===== src/rtl/regfile_pkg.sv =====
// Shared defaults, register-index type and busy-vector popcount for the
// integer register file and its scoreboard.
package regfile_pkg;

  localparam int DEF_DATA_W   = 32;
  localparam int DEF_NUM_REGS = 32;
  localparam int DEF_AW       = $clog2(DEF_NUM_REGS);

  // Widest busy vector the popcount helper accepts (AW+1 <= 9 bits).
  localparam int POP_MAX = 256;

  typedef logic [DEF_AW-1:0] reg_idx_t;

  localparam reg_idx_t REG_ZERO = '0;

  function automatic logic [8:0] popcount(input logic [POP_MAX-1:0] vec);
    logic [8:0] n;
    n = '0;
    for (int i = 0; i < POP_MAX; i++) begin
      n = n + 9'(vec[i]);
    end
    return n;
  endfunction

endpackage


===== src/rtl/regfile_scoreboard.sv =====
// Per-register busy vector: issue sets, writeback clears (issue wins), plus the
// registered busy count and the stray-writeback pulse.
module regfile_scoreboard
  import regfile_pkg::*;
#(
  parameter int NUM_REGS = DEF_NUM_REGS,
  parameter int NUM_WR   = 2,
  parameter int AW       = $clog2(NUM_REGS)
) (
  input  logic                 i_clk,
  input  logic                 i_reset,
  input  logic [NUM_WR-1:0]    i_wr_en,
  input  logic [NUM_WR*AW-1:0] i_wr_sel,
  input  logic                 i_issue_en,
  input  logic [AW-1:0]        i_issue_sel,
  output logic [NUM_REGS-1:0]  o_busy,
  output logic [AW:0]          o_busy_count,
  output logic                 o_wb_stray
);

  logic [NUM_REGS-1:0] busy_q;
  logic [NUM_REGS-1:0] busy_next;
  logic                stray_next;
  logic [POP_MAX-1:0]  busy_pad;
  logic [8:0]          busy_pop;

  // NOTE: every variable gets a default at the top of always_comb so no path
  // leaves it unassigned and no latch is inferred.
  always_comb begin
    busy_next  = busy_q;
    stray_next = 1'b0;
    for (int p = 0; p < NUM_WR; p++) begin
      if (i_wr_en[p] && i_wr_sel[p*AW +: AW] != AW'(REG_ZERO)) begin
        if (!busy_q[i_wr_sel[p*AW +: AW]]) stray_next = 1'b1;
        busy_next[i_wr_sel[p*AW +: AW]] = 1'b0;
      end
    end
    // A new producer issued this cycle outranks the result retiring now.
    if (i_issue_en && i_issue_sel != AW'(REG_ZERO)) busy_next[i_issue_sel] = 1'b1;
    busy_next[0] = 1'b0;

    busy_pad                = '0;
    busy_pad[NUM_REGS-1:0]  = busy_next;
    busy_pop                = popcount(busy_pad);
  end

  // NOTE: sequential state uses non-blocking assignments so every flop samples
  // the pre-edge values regardless of statement order.
  always_ff @(posedge i_clk or posedge i_reset) begin
    if (i_reset) begin
      busy_q       <= '0;
      o_busy_count <= '0;
      o_wb_stray   <= 1'b0;
    end else begin
      busy_q       <= busy_next;
      o_busy_count <= busy_pop[AW:0];
      o_wb_stray   <= stray_next;
    end
  end

  assign o_busy = busy_q;

endmodule


===== src/rtl/reg_file_sb.sv =====
// Multi-port integer register file (r0 hardwired to zero) with scoreboard.
// Define REGFILE_BYPASS_EN to forward same-cycle writeback data to the reads.
module reg_file_sb
  import regfile_pkg::*;
#(
  parameter int DATA_W   = DEF_DATA_W,
  parameter int NUM_REGS = DEF_NUM_REGS,
  parameter int NUM_RD   = 2,
  parameter int NUM_WR   = 2,
  parameter int AW       = $clog2(NUM_REGS)
) (
  input  logic                     i_clk,
  input  logic                     i_reset,
  input  logic [NUM_RD*AW-1:0]     i_rd_sel,
  output logic [NUM_RD*DATA_W-1:0] o_rd_data,
  output logic [NUM_RD-1:0]        o_rd_busy,
  input  logic [NUM_WR-1:0]        i_wr_en,
  input  logic [NUM_WR*AW-1:0]     i_wr_sel,
  input  logic [NUM_WR*DATA_W-1:0] i_wr_data,
  input  logic                     i_issue_en,
  input  logic [AW-1:0]            i_issue_sel,
  output logic [AW:0]              o_busy_count,
  output logic                     o_wb_stray
);

  logic [DATA_W-1:0]   regs [NUM_REGS];
  logic [NUM_REGS-1:0] busy;

  regfile_scoreboard #(
    .NUM_REGS (NUM_REGS),
    .NUM_WR   (NUM_WR),
    .AW       (AW)
  ) u_scoreboard (
    .i_clk        (i_clk),
    .i_reset      (i_reset),
    .i_wr_en      (i_wr_en),
    .i_wr_sel     (i_wr_sel),
    .i_issue_en   (i_issue_en),
    .i_issue_sel  (i_issue_sel),
    .o_busy       (busy),
    .o_busy_count (o_busy_count),
    .o_wb_stray   (o_wb_stray)
  );

  // NOTE: the storage array is reset because reset must clear every register
  // immediately; this costs a reset net per flop, so only do it when required.
  always_ff @(posedge i_clk or posedge i_reset) begin
    if (i_reset) begin
      for (int r = 0; r < NUM_REGS; r++) regs[r] <= '0;
    end else begin
      // Higher-numbered ports are visited last, so port 1 wins a conflict.
      for (int r = 1; r < NUM_REGS; r++) begin
        for (int p = 0; p < NUM_WR; p++) begin
          if (i_wr_en[p] && i_wr_sel[p*AW +: AW] == AW'(r)) begin
            regs[r] <= i_wr_data[p*DATA_W +: DATA_W];
          end
        end
      end
    end
  end

  always_comb begin
    o_rd_data = '0;
    o_rd_busy = '0;
    for (int i = 0; i < NUM_RD; i++) begin
      if (i_rd_sel[i*AW +: AW] != AW'(REG_ZERO)) begin
        o_rd_data[i*DATA_W +: DATA_W] = regs[i_rd_sel[i*AW +: AW]];
        o_rd_busy[i]                  = busy[i_rd_sel[i*AW +: AW]];
`ifdef REGFILE_BYPASS_EN
        for (int p = 0; p < NUM_WR; p++) begin
          if (i_wr_en[p] && i_wr_sel[p*AW +: AW] == i_rd_sel[i*AW +: AW]) begin
            o_rd_data[i*DATA_W +: DATA_W] = i_wr_data[p*DATA_W +: DATA_W];
            o_rd_busy[i] = i_issue_en && (i_issue_sel == i_rd_sel[i*AW +: AW]);
          end
        end
`endif
      end
    end
  end

endmodule


===== config.mk =====
export PLATFORM = sky130hd
export DESIGN_NAME = reg_file_sb
export DESIGN_NICKNAME = d
export VERILOG_FILES = /design/src/rtl/regfile_pkg.sv /design/src/rtl/regfile_scoreboard.sv /design/src/rtl/reg_file_sb.sv
export SDC_FILE = /design/constraint.sdc
export NUM_CORES = 2
export LEC_CHECK = 0
export BUFFER_PORTS_ARGS = -buffer_cell sky130_fd_sc_hd__buf_4
export CAP_MARGIN = 15
export CORE_MARGIN = 8
export CORE_UTILIZATION = 30
export DETAILED_ROUTE_END_ITERATION = 10
export PLACE_DENSITY = 0.43
export SETUP_SLACK_MARGIN = 0.1
export SLEW_MARGIN = 20
export SYNTH_ARGS = -nofsm -noshare
export SYNTH_HDL_FRONTEND = slang
export SYNTH_HIERARCHICAL = 1
export SYNTH_SLANG_ARGS = --single-unit

===== constraint.sdc =====
create_clock -name i_clk -period 64.5 [get_ports i_clk]
set_clock_uncertainty 0.1 [all_clocks]
set_input_delay 12.9 -clock i_clk [delete_from_list [all_inputs] [get_ports i_clk]]
set_output_delay 12.9 -clock i_clk [all_outputs]
set_load 0.05 [all_outputs]

# ---- Yosys cells after proc, flatten, opt, wreduce, memory -nomap -nowiden
# Cells that the tools add are included.
dict set report word_totals {
  register_bits 1030
  in_bits 94
  output_inout_bits 73
  elab_cells 340
}
dict set report op_classes {
  n_addsub 30
  order_cmp 10
  n_eq_ne 62
  n_mux 93
  bitwise 7
  reduce_logical 104
}
# cell count
set op_table {}
lappend op_table {{$mux 32} 71}
lappend op_table {{$bmux 32 s5} 2}
lappend op_table {{$add 6x1->6} 29}
lappend op_table {{$eq 5x5->1 const B} 32}
lappend op_table {{$eq 5x4->1 const B} 16}
lappend op_table {{$logic_and 1x1->1} 68}
lappend op_table {{$and 32x32->32} 2}
lappend op_table {{$not 32->32} 2}
lappend op_table {{$reduce_bool 2->1} 31}
lappend op_table {{$eq 5x3->1 const B} 8}
lappend op_table {{$or 32x32->32} 1}
lappend op_table {{$lt 5x6->1 const B} 5}
lappend op_table {{$reduce_bool 5->1} 5}
lappend op_table {{$bmux 1 s5} 4}
lappend op_table {{$eq 5x2->1 const B} 4}
lappend op_table {{$demux 1 s5} 3}
lappend op_table {{$ge 5x1->1 const B} 3}
lappend op_table {{$mux 1} 13}
lappend op_table {{$ge 6x6->1 const B} 2}
lappend op_table {{$not 5->6} 2}
lappend op_table {{$eq 5x1->1 const B} 2}
lappend op_table {{$add 1x1->2} 1}

# ---- Logic depth before layout (Yosys ltp)
dict set report logic_depth {
  ltp_word 41
  ltp_mapped 25
  mapped_depth_nobuf 24
}

# ---- Cells and area by module
# The synthesis kept the hierarchy.
# mod instances cells_each area_per_inst_um2 seq_area_each_um2
set modules_own_cells {}
lappend modules_own_cells {reg_file_sb 1 5967 62582.5 24823.8}
lappend modules_own_cells {regfile_scoreboard 1 315 3236.9 950.9}

# ---- Worst setup path before layout
# Ideal clock, no wire load.
dict set report synth_timing {
  path_type {input -> output}
  start {in i_rd_sel[0]}
  end {out o_rd_data[10]}
  arrival_time_ns 15.192
  required_time_ns 51.500
  slack_ns 36.308
  cell_stages 8
  n_path_buf 5
  path_cell_list {buf_2 -> buf_6 -> buf_6 -> buf_6 -> clkbuf_1 -> a22o_1 -> a211oi_1 -> o31ai_1}
}
dict set report synth_via {
  elab_chain_len 5
  elab_cells_between_ends 6
  cone_classes {4 x mux; 1 x bitwise; 1 x reduce/logical}
}
# element line
set synth_rtl {}
lappend synth_rtl {{start: declaration} reg_file_sb.sv:14} ;# input logic [NUM_RD*AW-1:0] i_rd_sel,
lappend synth_rtl {{$not 5->6 (implied by the code)} reg_file_sb.sv:67} ;# o_rd_data[i*DATA_W +: DATA_W] = regs[i_rd_sel[i*AW +: AW]];
lappend synth_rtl {{$bmux 32 s5} reg_file_sb.sv:67}
lappend synth_rtl {{$mux 32 (implied by the code) (2 in a row)} reg_file_sb.sv:67}
lappend synth_rtl {{$mux 32 *} reg_file_sb.sv:66} ;# if (i_rd_sel[i*AW +: AW] != AW'(REG_ZERO)) begin
lappend synth_rtl {{end: declaration} reg_file_sb.sv:15} ;# output logic [NUM_RD*DATA_W-1:0] o_rd_data,
# Mark *: on every way between the ends. The rest lies on a longest branch, timed or not. The select of a mux whose other input is x is not followed.

# ---- Worst setup path after layout
dict set report layout_timing {
  start {in i_rd_sel[0]}
  end {out o_rd_data[14]}
}
# Same word-level chain as after synthesis.

==> qor.csv <==
stage,metric,value,unit
status,status,completed,
clock_tree,clk_latency,770,ps
worst_setup_path,startpoint_type,primary input,
sta,tightest_slew,1230,ps
flow_run,max_cap_violations,0,
pwr,finalPower,0.00250,W
logic_synthesis,yosys_warnings,70,
grt,grt_pass1_wl,401,mm
clock_tree,htreeDepth,4,
route,vias,51200,
die,initial_core_util,30.1,%
final_layout,num-nets-final,6108,
sta,rsz0062_at_grt,false,
worst_setup_path,crit_chain,buf_8 -> buf_4 -> buf_4 -> buf_4 -> mux4_2 -> a22o_1 -> o21ai_1 -> o31ai_1 -> buf_4,
placement,place_area,69100,um2
die,die_area,235000,um2
min_path,hold_path_startpoint,regs[616]$_DFFE_PP0P_,
min_path,min_to,regs[616]$_DFFE_PP0P_,
final_layout,final_cell_mix,"mux2i_1, dfrtp_1, nand2_1",
logic_synthesis,syn_inst,6280,
clock_tree,cts_buffers,134,
worst_setup_path,path_buf_inv,5,
route,wl,284,mm
placement,portBuffers,166,
clock_tree,ctsHoldBuffers,0,
sta,slew_viol_final,0,
pwr,vdd_ir_drop_max,0.0536,mV
worst_setup_path,timing.rr.start,u_scoreboard/o_busy[4]$_DFF_PP0_,
sta,hold_violations,0,
clock_tree,post_cts_resized,0,
worst_setup_path,cp.required,51500,ps
pwr,power.density,34.1,nW/um2
placement,hpwl,154,mm
route,drc,0,
worst_setup_path,crit_fanout,59,
grt,grt_max_degree,146,
route,ant_nets,0,
final_layout,syn_to_final_growth,11.6,%
worst_setup_path,crit_path_end_kind,output port,
placement,place.gp.congestion,0.790,
sta,setup_viol,0,
final_layout,fin_area,73400,um2
worst_setup_path,reg2reg_to,u_scoreboard/o_busy_count[4]$_DFF_PP0_,
worst_setup_path,cp_slowest_cell,buf_4,
route,drtPass1Iterations,8,
sta,tns,0,ps
die,fp-row-count,172,
die,die_y,484,um
route,viasPerCell,5.71,
die,die_w,484,um
worst_setup_path,rrSetupSlack,58130,ps
min_path,hp-class,reg -> reg,
sta,relSlewSlack,17.4,%
clock_tree,root_buffer,clkbuf_16,
worst_setup_path,critPathMostFrequentCell,buf_4,
logic_synthesis,synthesis.nets,6410,
grt,grt_antenna_before_repair,19,
worst_setup_path,startpoint,i_rd_sel[0],
sta,period_needed,30290,ps
worst_setup_path,reg2reg_depth,17,
sta,period_share,47.0,%
clock_tree,cts_tree,built,
die,io_pins,167,
route,routedWlPerCell,31.7,um
worst_setup_path,crit_family,buffers and inverters,
sta,clock.fmax,33.0,MHz
grt,grt_pass1_vias,50100,
grt,grt-ovfl-total,0,
die,core_area,219000,um2
route,drtIter0Drc,5451,
clock_tree,cts_setup_buffers,0,
grt,grtUsageTotal,23.4,%
logic_synthesis,syn_avg_cell_area,10.5,um2
logic_synthesis,syn_area,65800,um2
final_layout,final_util,33.5,%
worst_setup_path,slowest_delay,840,ps
pwr,leakage,31.8,nW
clock_tree,path_clk_slew,60,ps
worst_setup_path,crit_type,in -> out,
worst_setup_path,worstPathArrival,17290,ps
final_layout,layout_commonest_cell,mux2i_1,
clock_tree,cts_num_sinks,1030,
clock_tree,clock_path_buffers,3,
final_layout,layout-drive-gt1-share,17.6,%
min_path,whs_path_depth,2,
==> metal layers <==
| metal | wire length (um) | up-vias | part of all wire [%] | track usage, % |
|---|---|---|---|---|
| met4 | 8050 | 2 | 2.8 | 6.43 |
| met1 | 125000 | 26400 | 44 | 32.2 |
| met5 | 13 | - | 0.0046 | 0.102 |
| met2 | 133000 | 2023 | 47 | 37.6 |
| met3 | 18900 | 436 | 6.7 | 4.49 |
| li1 | - | 22300 | - | - |
==> worst max path at each step <==
stage,end,cells after the start
final,o_rd_data[14],9
after global routing,o_rd_data[14],9
after CTS,o_rd_data[14],9
after detailed placement,o_rd_data[14],9
after global placement,o_rd_data[14],9
after floorplan,regs[0]$_DFFE_PP0P_,1
==> worst min-delay path: cells and delay by family (launching register included) <==
kind               cells  cell delay, ps
AOI/OAI and AO/OA      1             110
DFF                    1             360
muxes                  1              80
==> registers in the layout (all words and copies together) (netlist names) <==
signal,cells
regs,992
u_scoreboard/o_busy,31
u_scoreboard/o_busy_count,6
u_scoreboard/o_wb_stray,1
==> where the power goes <==
part,internal [W],switching (W),total (W)
clock,0.000441,0.000316,0.000758
sequential,0.000825,0.000137,0.000962
combinational,0.000392,0.000389,0.000781
==> area by class of cell <==
| type | count | area [um2] |
|---|---|---|
| flip-flops and latches | 1030 | 25800 |
| clock buffers | 199 | 3970 |
| repair buffers | 281 | 2330 |
| fillers | 21900 | 145000 |
| inverters | 29 | 119 |
| clock inverters | 34 | 338 |
| diodes | 6 | 15.0 |
| multi-input cells | 4502 | 37300 |
| well taps | 2871 | 3590 |
==> through the flow <==
step	setup slack (ps)	instances	hold WS, ps
global placement	34070	8704	451
finish	34210	8952	479
CTS	34080	8945	479
global route	33830	8950	506
detailed placement	34070	8712	465
floorplan	23590	6280	430
No activity file was read; power rests on OpenSTA's default activity.
